**config.mk**
```make
export PLATFORM = sky130hd
export DESIGN_NAME = fifo_rd_stream
export DESIGN_NICKNAME = d
export VERILOG_FILES = /design/src/rtl/fifo_rd_stream.sv
export SDC_FILE = /design/constraint.sdc
export NUM_CORES = 1
export LEC_CHECK = 0
export CAP_MARGIN = 25
export CORE_MARGIN = 2
export CORE_UTILIZATION = 57
export CTS_CLUSTER_SIZE = 20
export DETAILED_ROUTE_END_ITERATION = 6
export PLACE_DENSITY = 0.84
export RECOVER_POWER = 100
export SYNTH_ARGS = -nofsm -noshare
export SYNTH_HDL_FRONTEND = slang
export SYNTH_SLANG_ARGS = --single-unit
```
**constraint.sdc**
```tcl
create_clock -name RCLK_I -period 7.24 [get_ports RCLK_I]
set_input_delay 1.086 -clock RCLK_I [delete_from_list [all_inputs] [get_ports RCLK_I]]
set_output_delay 1.086 -clock RCLK_I [all_outputs]
set_load 0.01 [all_outputs]
```
**src/rtl/fifo_rd_stream.sv**
```systemverilog
// rtl/fifo_rd_stream.sv - read-side async FIFO drain engine with valid/ready stream output
//
// Purpose:
//   Pops words from the read port of the async FIFO and presents them downstream
//   as a valid/ready stream through a small circular output buffer. Sustains one
//   word per clock when the consumer is always ready.
//
// Ports:
//   RCLK_I          read-domain clock
//   RRST_N_I        synchronous active-low reset
//   EN_I            1 = drain FIFO continuously, 0 = stop popping and flush buffer
//   FIFO_RDATA_I    FIFO read data, valid the cycle after an accepted pop
//   FIFO_REMPTY_I   FIFO empty
//   FIFO_AREMPTY_I  FIFO almost empty (at most one word left)
//   FIFO_RINC_O     pop request to the FIFO
//   M_DATA_O        stream data (buffer head)
//   M_VALID_O       stream valid
//   M_READY_I       stream ready
//   M_LAST_O        last word of a FRAME_LEN-word frame (only with FRAME_LAST_EN)
//   BUSY_O          engine not idle
//   WCNT_O          delivered-word counter, wraps modulo 2^CNTSIZE
//
// Optional feature macro: FRAME_LAST_EN adds M_LAST_O and a frame counter.

module fifo_rd_stream #(
  parameter int DATASIZE   = 8,
  parameter int OBUF_DEPTH = 4,
  parameter int CNTSIZE    = 16,
  parameter int FRAME_LEN  = 16
) (
  input  logic                RCLK_I,
  input  logic                RRST_N_I,
  input  logic                EN_I,
  input  logic [DATASIZE-1:0] FIFO_RDATA_I,
  input  logic                FIFO_REMPTY_I,
  input  logic                FIFO_AREMPTY_I,
  output logic                FIFO_RINC_O,
  output logic [DATASIZE-1:0] M_DATA_O,
  output logic                M_VALID_O,
  input  logic                M_READY_I,
`ifdef FRAME_LAST_EN
  output logic                M_LAST_O,
`endif
  output logic                BUSY_O,
  output logic [CNTSIZE-1:0]  WCNT_O
);

  localparam int PW = $clog2(OBUF_DEPTH);
  localparam int OW = PW + 1;
  localparam logic [OW:0] DEPTH_L = OBUF_DEPTH[OW:0];

  typedef enum logic [1:0] {
    S_IDLE  = 2'd0,
    S_RUN   = 2'd1,
    S_DRAIN = 2'd2
  } state_t;

  state_t              r_state;
  state_t              w_state_nxt;

  logic [DATASIZE-1:0] r_buf [OBUF_DEPTH];
  logic [PW-1:0]       r_wptr;
  logic [PW-1:0]       r_rptr;
  logic [OW-1:0]       r_occ;
  logic                r_inflight;
  logic [CNTSIZE-1:0]  r_wcnt;

  logic                w_pop_out;
  logic [OW:0]         w_level;
  logic                w_rinc;

  assign w_pop_out = M_VALID_O & M_READY_I;

  // Occupancy the buffer will hold after this edge, counting the word already
  // on its way from the FIFO. One extra bit so the sum never wraps.
  assign w_level = {1'b0, r_occ} + {{OW{1'b0}}, r_inflight} - {{OW{1'b0}}, w_pop_out};

  // The AREMPTY term covers the empty flag lagging one pop: with one word left
  // and that word already in flight, a second pop would underflow the FIFO.
  assign w_rinc = (r_state == S_RUN) & ~FIFO_REMPTY_I & (w_level < DEPTH_L)
                & ~(FIFO_AREMPTY_I & r_inflight);

  always_comb begin
    w_state_nxt = r_state;
    case (r_state)
      S_IDLE:  if (EN_I) w_state_nxt = S_RUN;
      S_RUN:   if (!EN_I) w_state_nxt = S_DRAIN;
      S_DRAIN: begin
        if (EN_I) begin
          w_state_nxt = S_RUN;
        end else if ((r_occ == '0) && !r_inflight) begin
          w_state_nxt = S_IDLE;
        end
      end
      default: w_state_nxt = S_IDLE;
    endcase
  end

  always_ff @(posedge RCLK_I) begin
    if (!RRST_N_I) begin
      r_state    <= S_IDLE;
      r_inflight <= 1'b0;
      r_wptr     <= '0;
      r_rptr     <= '0;
      r_occ      <= '0;
      r_wcnt     <= '0;
    end else begin
      r_state    <= w_state_nxt;
      r_inflight <= w_rinc;
      r_occ      <= w_level[OW-1:0];
      if (r_inflight) begin
        r_wptr <= r_wptr + PW'(1);
      end
      if (w_pop_out) begin
        r_rptr <= r_rptr + PW'(1);
        r_wcnt <= r_wcnt + CNTSIZE'(1);
      end
    end
  end

  // Buffer storage is cleared on reset so the idle stream data reads as zero.
  always_ff @(posedge RCLK_I) begin
    if (!RRST_N_I) begin
      for (int i = 0; i < OBUF_DEPTH; i++) begin
        r_buf[i] <= '0;
      end
    end else if (r_inflight) begin
      r_buf[r_wptr] <= FIFO_RDATA_I;
    end
  end

  assign FIFO_RINC_O = w_rinc;
  assign M_VALID_O   = (r_occ != '0);
  assign M_DATA_O    = r_buf[r_rptr];
  assign BUSY_O      = (r_state != S_IDLE);
  assign WCNT_O      = r_wcnt;

`ifdef FRAME_LAST_EN
  localparam int FW = (FRAME_LEN > 1) ? $clog2(FRAME_LEN) : 1;
  localparam logic [FW-1:0] FLAST = FW'(FRAME_LEN - 1);

  logic [FW-1:0] r_fcnt;
  logic          w_flast;

  assign w_flast  = (r_fcnt == FLAST);
  assign M_LAST_O = M_VALID_O & w_flast;

  // Advances only on delivered words; a drain leaves a partial frame partial.
  always_ff @(posedge RCLK_I) begin
    if (!RRST_N_I) begin
      r_fcnt <= '0;
    end else if (w_pop_out) begin
      r_fcnt <= w_flast ? '0 : r_fcnt + FW'(1);
    end
  end
`else
  logic w_unused_frame;
  assign w_unused_frame = (FRAME_LEN > 0);
`endif

endmodule

```
# Word level (Yosys, flattened, before mapping)
# Memories as Yosys holds them, arrays and structs flattened. A register that Yosys moved wholly into a read port is not among the register bits.
# Cells that the tools add are included.
# Widths: inputs -> output; s select.
# word_totals
word_cells,47
mem_count,1
register_bits,26
input_bits,14
mem_bits_rw,32
output_inout_bits,27
# classes
bitwise_logic,7
magnitude_cmp,1
n_reduce_logical,8
eq_ne,5
n_addsub,5
mux,14
# memory_table
memory,words,word_bits,read_ports,rd_clocked_by_memory_dff,wr,line,rtl
r_buf,4,8,1,1,4,61,logic [DATASIZE-1:0] r_buf [OBUF_DEPTH];
# ops
cell,count
$add 16x1->16 const B,1
$mux 2,7
$mux 8,1
$reduce_or 8->1,1
$pmux 2 s3,1
$and 1x1->1,5
$mux 1,5
$add 2x1->2 const B,2
$add 3x1->4,1
$lt 4x3->1 const B,1
$ne 2x2->1 const B,2
$sub 4x1->4,1
$logic_not 3->1,1
$ne 3x3->1 const B,1
$reduce_and 3->1,1
$reduce_bool 3->1,1
$eq 2x1->1 const B,1
$eq 2x2->1 const B,1
$logic_not 2->1,1
$not 1->1,2
$reduce_bool 2->1,1
$logic_and 1x1->1,1
$logic_not 1->1,1

# Depth between registers and ports, before layout
# Gate-level depths: netlist (run 1).
# logic_depth
word_depth,6
mapped_depth,10
mapped_depth_nobuf,9

# Worst setup path before layout (run 1)
# Ideal clock, no wire load.
# synth_timing
kind,input to output
start,input port M_READY_I
end,output port FIFO_RINC_O
arrival_ps,2867
setup_slack_ps,3287
stages,10
t_required_ps,6154
path_cell_list,o31a_1 clkbuf_1 ha_1 inv_1 ha_1 inv_1 fa_1 xor2_1 nand3_1 nor3_1
# synth_via
elab_chain_len,5
# synth_rtl
item,line,rtl
start: declaration,40,"input logic M_READY_I,"
$and 1x1->1,72,assign w_pop_out = M_VALID_O & M_READY_I;
via w_pop_out,68,logic w_pop_out;
$sub 4x1->4,76,"assign w_level = {1'b0, r_occ} + {{OW{1'b0}}, r_inflight} - {{OW{1'b0}}, w_pop_out};"
$lt 4x3->1,80,assign w_rinc = (r_state == S_RUN) & ~FIFO_REMPTY_I & (w_level < DEPTH_L)
$and 1x1->1,80,
$and 1x1->1,81,& ~(FIFO_AREMPTY_I & r_inflight);
end: declaration,37,"output logic FIFO_RINC_O,"
# The timed path passes the listed nets, and every way through them passes these cells.

# Worst setup path after layout (run 1)
# layout_timing
start,input port M_READY_I
end,output port FIFO_RINC_O
# layout_via
elab_chain_len,5
# layout_rtl
item,line
$and 1x1->1,72
$sub 4x1->4,76
$lt 4x3->1,80
$and 1x1->1,80
$and 1x1->1,81
# No other way between the ends.

==> results of run 1 <==
==> state kept, by name, indices dropped and copies added (netlist names), named ones only <==
name and flops:
r_state 2, r_occ 3, r_buf 32, r_rptr 2
r_inflight 1, r_wptr 2, WCNT_O 16
==> metrics by stage <==
step                setup WS [ns]  total power (uW)  std cells
floorplan                    3.29               543        221
global placement             2.35               614        307
detailed placement           2.32               620        307
CTS                          2.28               860        323
global route                 1.99               885        323
finish                       2.18               842        323
==> worst paths after layout <==
path,from,to,cells past startpoint
min reg2reg,r_state[0],r_state[0],1
min,r_state[0],r_state[0],1
max reg2reg,r_inflight,r_buf[2][5],3
max,M_READY_I,FIFO_RINC_O,11
==> cell type report <==
cell class,instances,area [sq um]
clock buffer,12,135
clock inverter,4,16.3
fill,305,1180
inverter,10,37.5
multi-input combinational,144,1080
sequential,60,1520
tap,52,65.1
timing repair buffer,41,404
==> cell families after synthesis <==
kind of cell / share of synthesized area [%]
and+or+nand+nor: 20.7
DFF: 57.0
buffers and inverters: 2.44
muxes: 7.13
xor gates and xnor gates: 4.27
adders and majority gates: 3.10
AOI/OAI and AO/OA: 5.35
==> layer usage <==
metal,track usage [%],vias to the layer above
met1,24.2,869
met2,33.4,50
met3,6.25,9
met5,0,-
li1,-,880
met4,10.1,0
==> worst reg2reg max path: cells and delay by family (launching register included) <==
kind,cells,cell delay (ns)
AND/OR/NAND/NOR,3,1.47
flip-flops,1,0.64
==> where the power goes <==
group	total, uW	internal, uW	switching [uW]
Combinational	181	103	78.4
Clock	241	120	121
Sequential	420	385	34.8
==> layout by cell type, fill, tap and decap left out, types with 7 or more instances in the layout <==
cell type / count
a21oi_1: 9
and2_0: 24
and3_1: 9
clkbuf_8: 9
clkdlybuf4s50_1: 11
dfxtp_1: 28
dlygate4sd3_1: 29
edfxtp_1: 32
inv_1: 10
mux4_2: 8
nand2_1: 12
nor2_1: 17
o21ai_0: 7
xor2_1: 8
==> reports/results.tsv, run 1 <==
stage	metric	value	unit
timing	drv_slew	0	
logic_synthesis	synth_cell_types	39	
route	wl	4850	microns
die	dieArea	0.00524	sq mm
global_route	grt_first_pass_wirelength	7820	microns
clock_network	hold_buffers	0	
timing	holdWs	0.444	ns
logic_synthesis	synth_top_cell_area_share	36.0	%
critical_path	worstPathRequired	6.15	ns
final_layout	area_growth	22.2	%
clock_network	cts_resized	0	
clock_network	clk_pin_slew	0.06	ns
place	placed_area	0.00311	sq mm
global_route	grt_pass1_vias	1716	
critical_path	r2r_slack	4.79	ns
critical_path	cp_slowest_cell	dlygate4sd3_1	
timing	hold_viol	0	
route	top_layer	met4	
final_layout	antenna_cells	0	
clock_network	cts_max_level	3	
logic_synthesis	synth_area_leaders	edfxtp_1 (36%), dfxtp_1 (21%), mux4_2 (6.8%)	
final_layout	drive_gt1_share	9.96	%
critical_path	endpoint_kind	output port	
critical_path	path_cells	dlygate4sd3_1, o31a_1, ha_1, inv_1, ha_1, inv_1, fa_1, xor2_1, nand3_1, nor3_1, dlygate4sd3_1	
timing	setup-tns-final	0	ns
global_route	grt_use_total	20.3	%
timing	finalSetupViolCount	0	
timing	maxSlewHeadroom	36.3	%
logic_synthesis	ys_async_sr_fraction	0	%
final_layout	final_util	73.4	%
clock_network	clock_latency	0.33	ns
timing	period_needed	5.06	ns
clock_network	root_buffer	clkbuf_8	
route	wl_met2	2430	microns
outcome	status	finished, final reports clean	
power	p_leak	0.00129	uW
hold_path	hp-class	reg2reg	
route	m1WireLength	2030	microns
place	portBuffers	40	
timing	post-route-period-util	69.9	%
route	ant_nets	0	
timing	rsz0062_at_grt	false	
route	viasPerCell	5.60	
die	die_w	72.4	microns
critical_path	worstPathArrival	3.98	ns
logic_synthesis	synth_edf_count	32	
critical_path	critical_path_class	in2out	
timing	finClkSkew	0.00447	ns
clock_network	cts_setup_buffers	0	
global_route	antenna_found_initial	0	
critical_path	worst_setup_path_start_kind	primary input	
timing	tightest_slew	0.953	ns
die	die_h	72.4	microns
logic_synthesis	ys_ff_latch	60	
logic_synthesis	yosysMostFrequentCell	edfxtp_1	
die	initial_core_util	60.0	%
clock_network	tritoncts	done	
final_layout	final_area	0.00326	sq mm
power	ir_drop	0.214	mV
route	vias	1808	
logic_synthesis	syn_nets	241	
route	drc	0	
clock_network	cts_inserted_buffers	9	
critical_path	path_buf_inv	4	
critical_path	crit_family	buffers and inverters	
place	gp_congestion	0.739	
logic_synthesis	yosysSeqAreaShare	57.0	%
route	dr_wl_met3	307	microns
power	power-per-cell-area	258	mW/mm^2
global_route	grt_max_degree	26	
clock_network	cts_buffer_depth	2	
logic_synthesis	synth.top_cells.by_count	edfxtp_1 (32), dfxtp_1 (28), and2_1 (26)	
critical_path	cp_max_fo	7	
global_route	overflow	0	
logic_synthesis	synth_top_area_cell	edfxtp_1	
route	drt_iter0_drc	92	
timing	fmax	0.198	GHz
run	cap_violations	0	
clock_network	clkSinkCount	60	
logic_synthesis	synth_area_per_cell	12.1	sq um
logic_synthesis	ys.warnings.count	0	
die	rows	24	
die	io-pin-count	41	
final_layout	fin_nets	286	
logic_synthesis	postSynthCellCount	221	
place	dp_hpwl	3300	microns
route	firstDrtPassIters	4	
critical_path	max_stage_delay	0.62	ns
logic_synthesis	syn_area	0.00267	sq mm
route	drt-wirelength-per-cell	15.0	microns
logic_synthesis	ys.flop_type	edfxtp_1	
die	core	0.00444	sq mm
Note: power is estimated with default switching activity, not from simulation.
==> run 2, diff against run 1 <==
- CORE_UTILIZATION: 57 -> 48
- PLACE_DENSITY: 0.84 -> 0.75
- clock period: 7.24 -> 4.1 ns (I/O delays scaled with it)
==> run 2 against run 1 <==
  * Register-to-register slack worse by 2.9 ns
  * Critical path type unchanged
  * Largest power group unchanged
  * Final cell count up 7.7%
  * Non-clock buffer count up 5
  * First-iteration DRC count up 30%
==> reports/results.tsv, run 2 (synthesized netlist as in run 1, its figures left out) <==
stage	metric	value	unit
route	drc	0	
global_route	antenna_found_initial	0	
die	dieArea	0.00617	sq mm
timing	fmax	0.262	GHz
clock_network	cts_buffer_depth	2	
final_layout	fin_nets	291	
clock_network	cts_resized	0	
critical_path	r2r-end	r_inflight	
timing	holdWs	0.448	ns
critical_path	cp-endpoint	FIFO_RINC_O	
timing	finalSetupViolCount	0	
critical_path	worstPathRequired	3.48	ns
critical_path	worst_setup_path_start_kind	primary input	
critical_path	critical_path_depth	11	
place	gp_congestion	0.805	
run	cap_violations	0	
clock_network	cts_setup_buffers	0	
critical_path	crit_family	buffers and inverters	
final_layout	most-common-layout-cells	edfxtp_1 (32), dfxtp_1 (28), dlygate4sd3_1 (27)	
timing	rsz0062_at_grt	false	
route	drt_iter0_drc	120	
power	p_clk_share	34.2	%
die	die_w	78.6	microns
power	power_frac_comb	20.6	%
power	switching_share	26.0	%
critical_path	r2r_cells	9	
place	portBuffers	40	
critical_path	critPathLaunch	M_READY_I	
timing	tightest_slew	1.04	ns
route	vias	1786	
clock_network	cts_inserted_buffers	9	
die	initial_core_util	49.0	%
place	dp_hpwl	3300	microns
clock_network	tritoncts	done	
clock_network	root_buffer	clkbuf_8	
die	io-pin-count	41	
route	wl	5020	microns
timing	maxSlewHeadroom	30.5	%
clock_network	clock_latency	0.33	ns
place	dp_cells	332	
critical_path	r2r_start	r_occ[1]	
final_layout	final_cells	348	
final_layout	antenna_cells	0	
hold_path	hp-class	reg2reg	
clock_network	clkSinkCount	60	
power	power.internal	1210	uW
final_layout	area_growth	26.2	%
final_layout	regMostFlops	r_buf	
route	viasPerCell	5.13	
outcome	status	finished, final reports clean	
global_route	grt_first_pass_wirelength	8080	microns
timing	hold_viol	0	
final_layout	largest_reg_flops	32	
critical_path	path_cells	clkdlybuf4s50_1, o31a_1, ha_1, inv_1, ha_1, inv_1, fa_1, xor2_1, nand3_1, nor3_1, clkdlybuf4s50_1	
power	power-per-cell-area	484	mW/mm^2
die	core	0.00544	sq mm
timing	post-route-period-util	93.0	%
critical_path	critical_path_class	in2out	
clock_network	cts_max_level	3	
timing	drv_slew	0	
global_route	overflow	0	
critical_path	path_buf_inv	4	
critical_path	endpoint_kind	output port	
critical_path	r2r_slack	1.86	ns
power	power_switching	424	uW
critical_path	cp_max_fo	2	
power	p_leak	0.00134	uW
power	power_frac_seq	45.2	%
critical_path	max_stage_delay	0.57	ns
power	design_power_total	1630	uW
critical_path	worstPathArrival	3.20	ns
die	die_h	78.6	microns
clock_network	clk_pin_slew	0.07	ns
route	ant_nets	0	
timing	period_needed	3.81	ns
final_layout	layout_commonest_cell	edfxtp_1	
global_route	grt_max_degree	25	
timing	finClkSkew	0.00585	ns
critical_path	cp_slowest_cell	clkdlybuf4s50_1	
final_layout	drive_gt1_share	12.0	%
timing	setup-tns-final	0	ns
global_route	grt_pass1_vias	1757	
route	firstDrtPassIters	4	
global_route	grt_use_total	17.5	%
power	ir_drop	0.317	mV
die	rows	27	
route	drt-wirelength-per-cell	14.4	microns
clock_network	hold_buffers	0	
run 2: area by class of cell:
class	count	area [sq um]
clock buffer	10	128
clock inverter	6	78.8
fill	435	2070
inverter	10	37.5
multi-input combinational	144	1080
sequential	60	1520
tap	72	90.1
timing repair buffer	46	430
run 2: through the flow:
stage / cell area [sq um] / worst slack (ns) / util (%)
finish: 3370 / 0.286 / 61.9
global route: 3370 / 0.0849 / 61.9
CTS: 3380 / 0.284 / 62.2
detailed placement: 3180 / 0.297 / 58.4
global placement: 3180 / 0.397 / 58.4
floorplan: 2670 / 1.09 / -
run 2: how the worst min path moves through the flow:
stage	startpoint	cells past startpoint	slack, ns	to
6_report	r_state[0]	1	0.45	r_state[0]
5_1_grt	r_state[0]	1	0.49	r_state[0]
4_1_cts	r_state[0]	1	0.45	r_state[0]
3_5_place_dp	r_state[0]	1	0.44	r_state[0]
3_3_place_gp	r_state[0]	1	0.44	r_state[0]
2_1_floorplan	r_state[0]	1	0.42	r_state[0]
run 2: worst reg2reg max path, delay by kind of cell (launching register included):
kind / cells / cell delay [ns]
xor gates and xnor gates: 1 / 0.21
AOI/OAI and AO/OA: 1 / 0.32
and+or+nand+nor: 2 / 0.31
adders and majority gates: 3 / 0.82
buffers and inverters: 2 / 0.11
DFF: 1 / 0.38
run 2: layer usage:
metal / share of wire, % / global-route usage (%) / vias to the layer above / wire (microns)
met3: 4.0 / 5.06 / 4 / 202
met4: 0.52 / 5.79 / 0 / 26
met2: 51 / 30.5 / 39 / 2570
met1: 44 / 20.6 / 843 / 2230
met5: 0 / 0 / - / 0
li1: - / - / 900 / -
run 2: power by group through the flow:
| stage | Sequential [uW] | Combinational [uW] | Clock (uW) |
|---|---|---|---|
| 2_1_floorplan | 722 | 237 | 0 |
| 3_3_place_gp | 749 | 346 | 0 |
| 3_5_place_dp | 750 | 357 | 0 |
| 4_1_cts | 738 | 359 | 571 |
| 5_1_grt | 744 | 376 | 597 |
| 6_report | 736 | 336 | 558 |
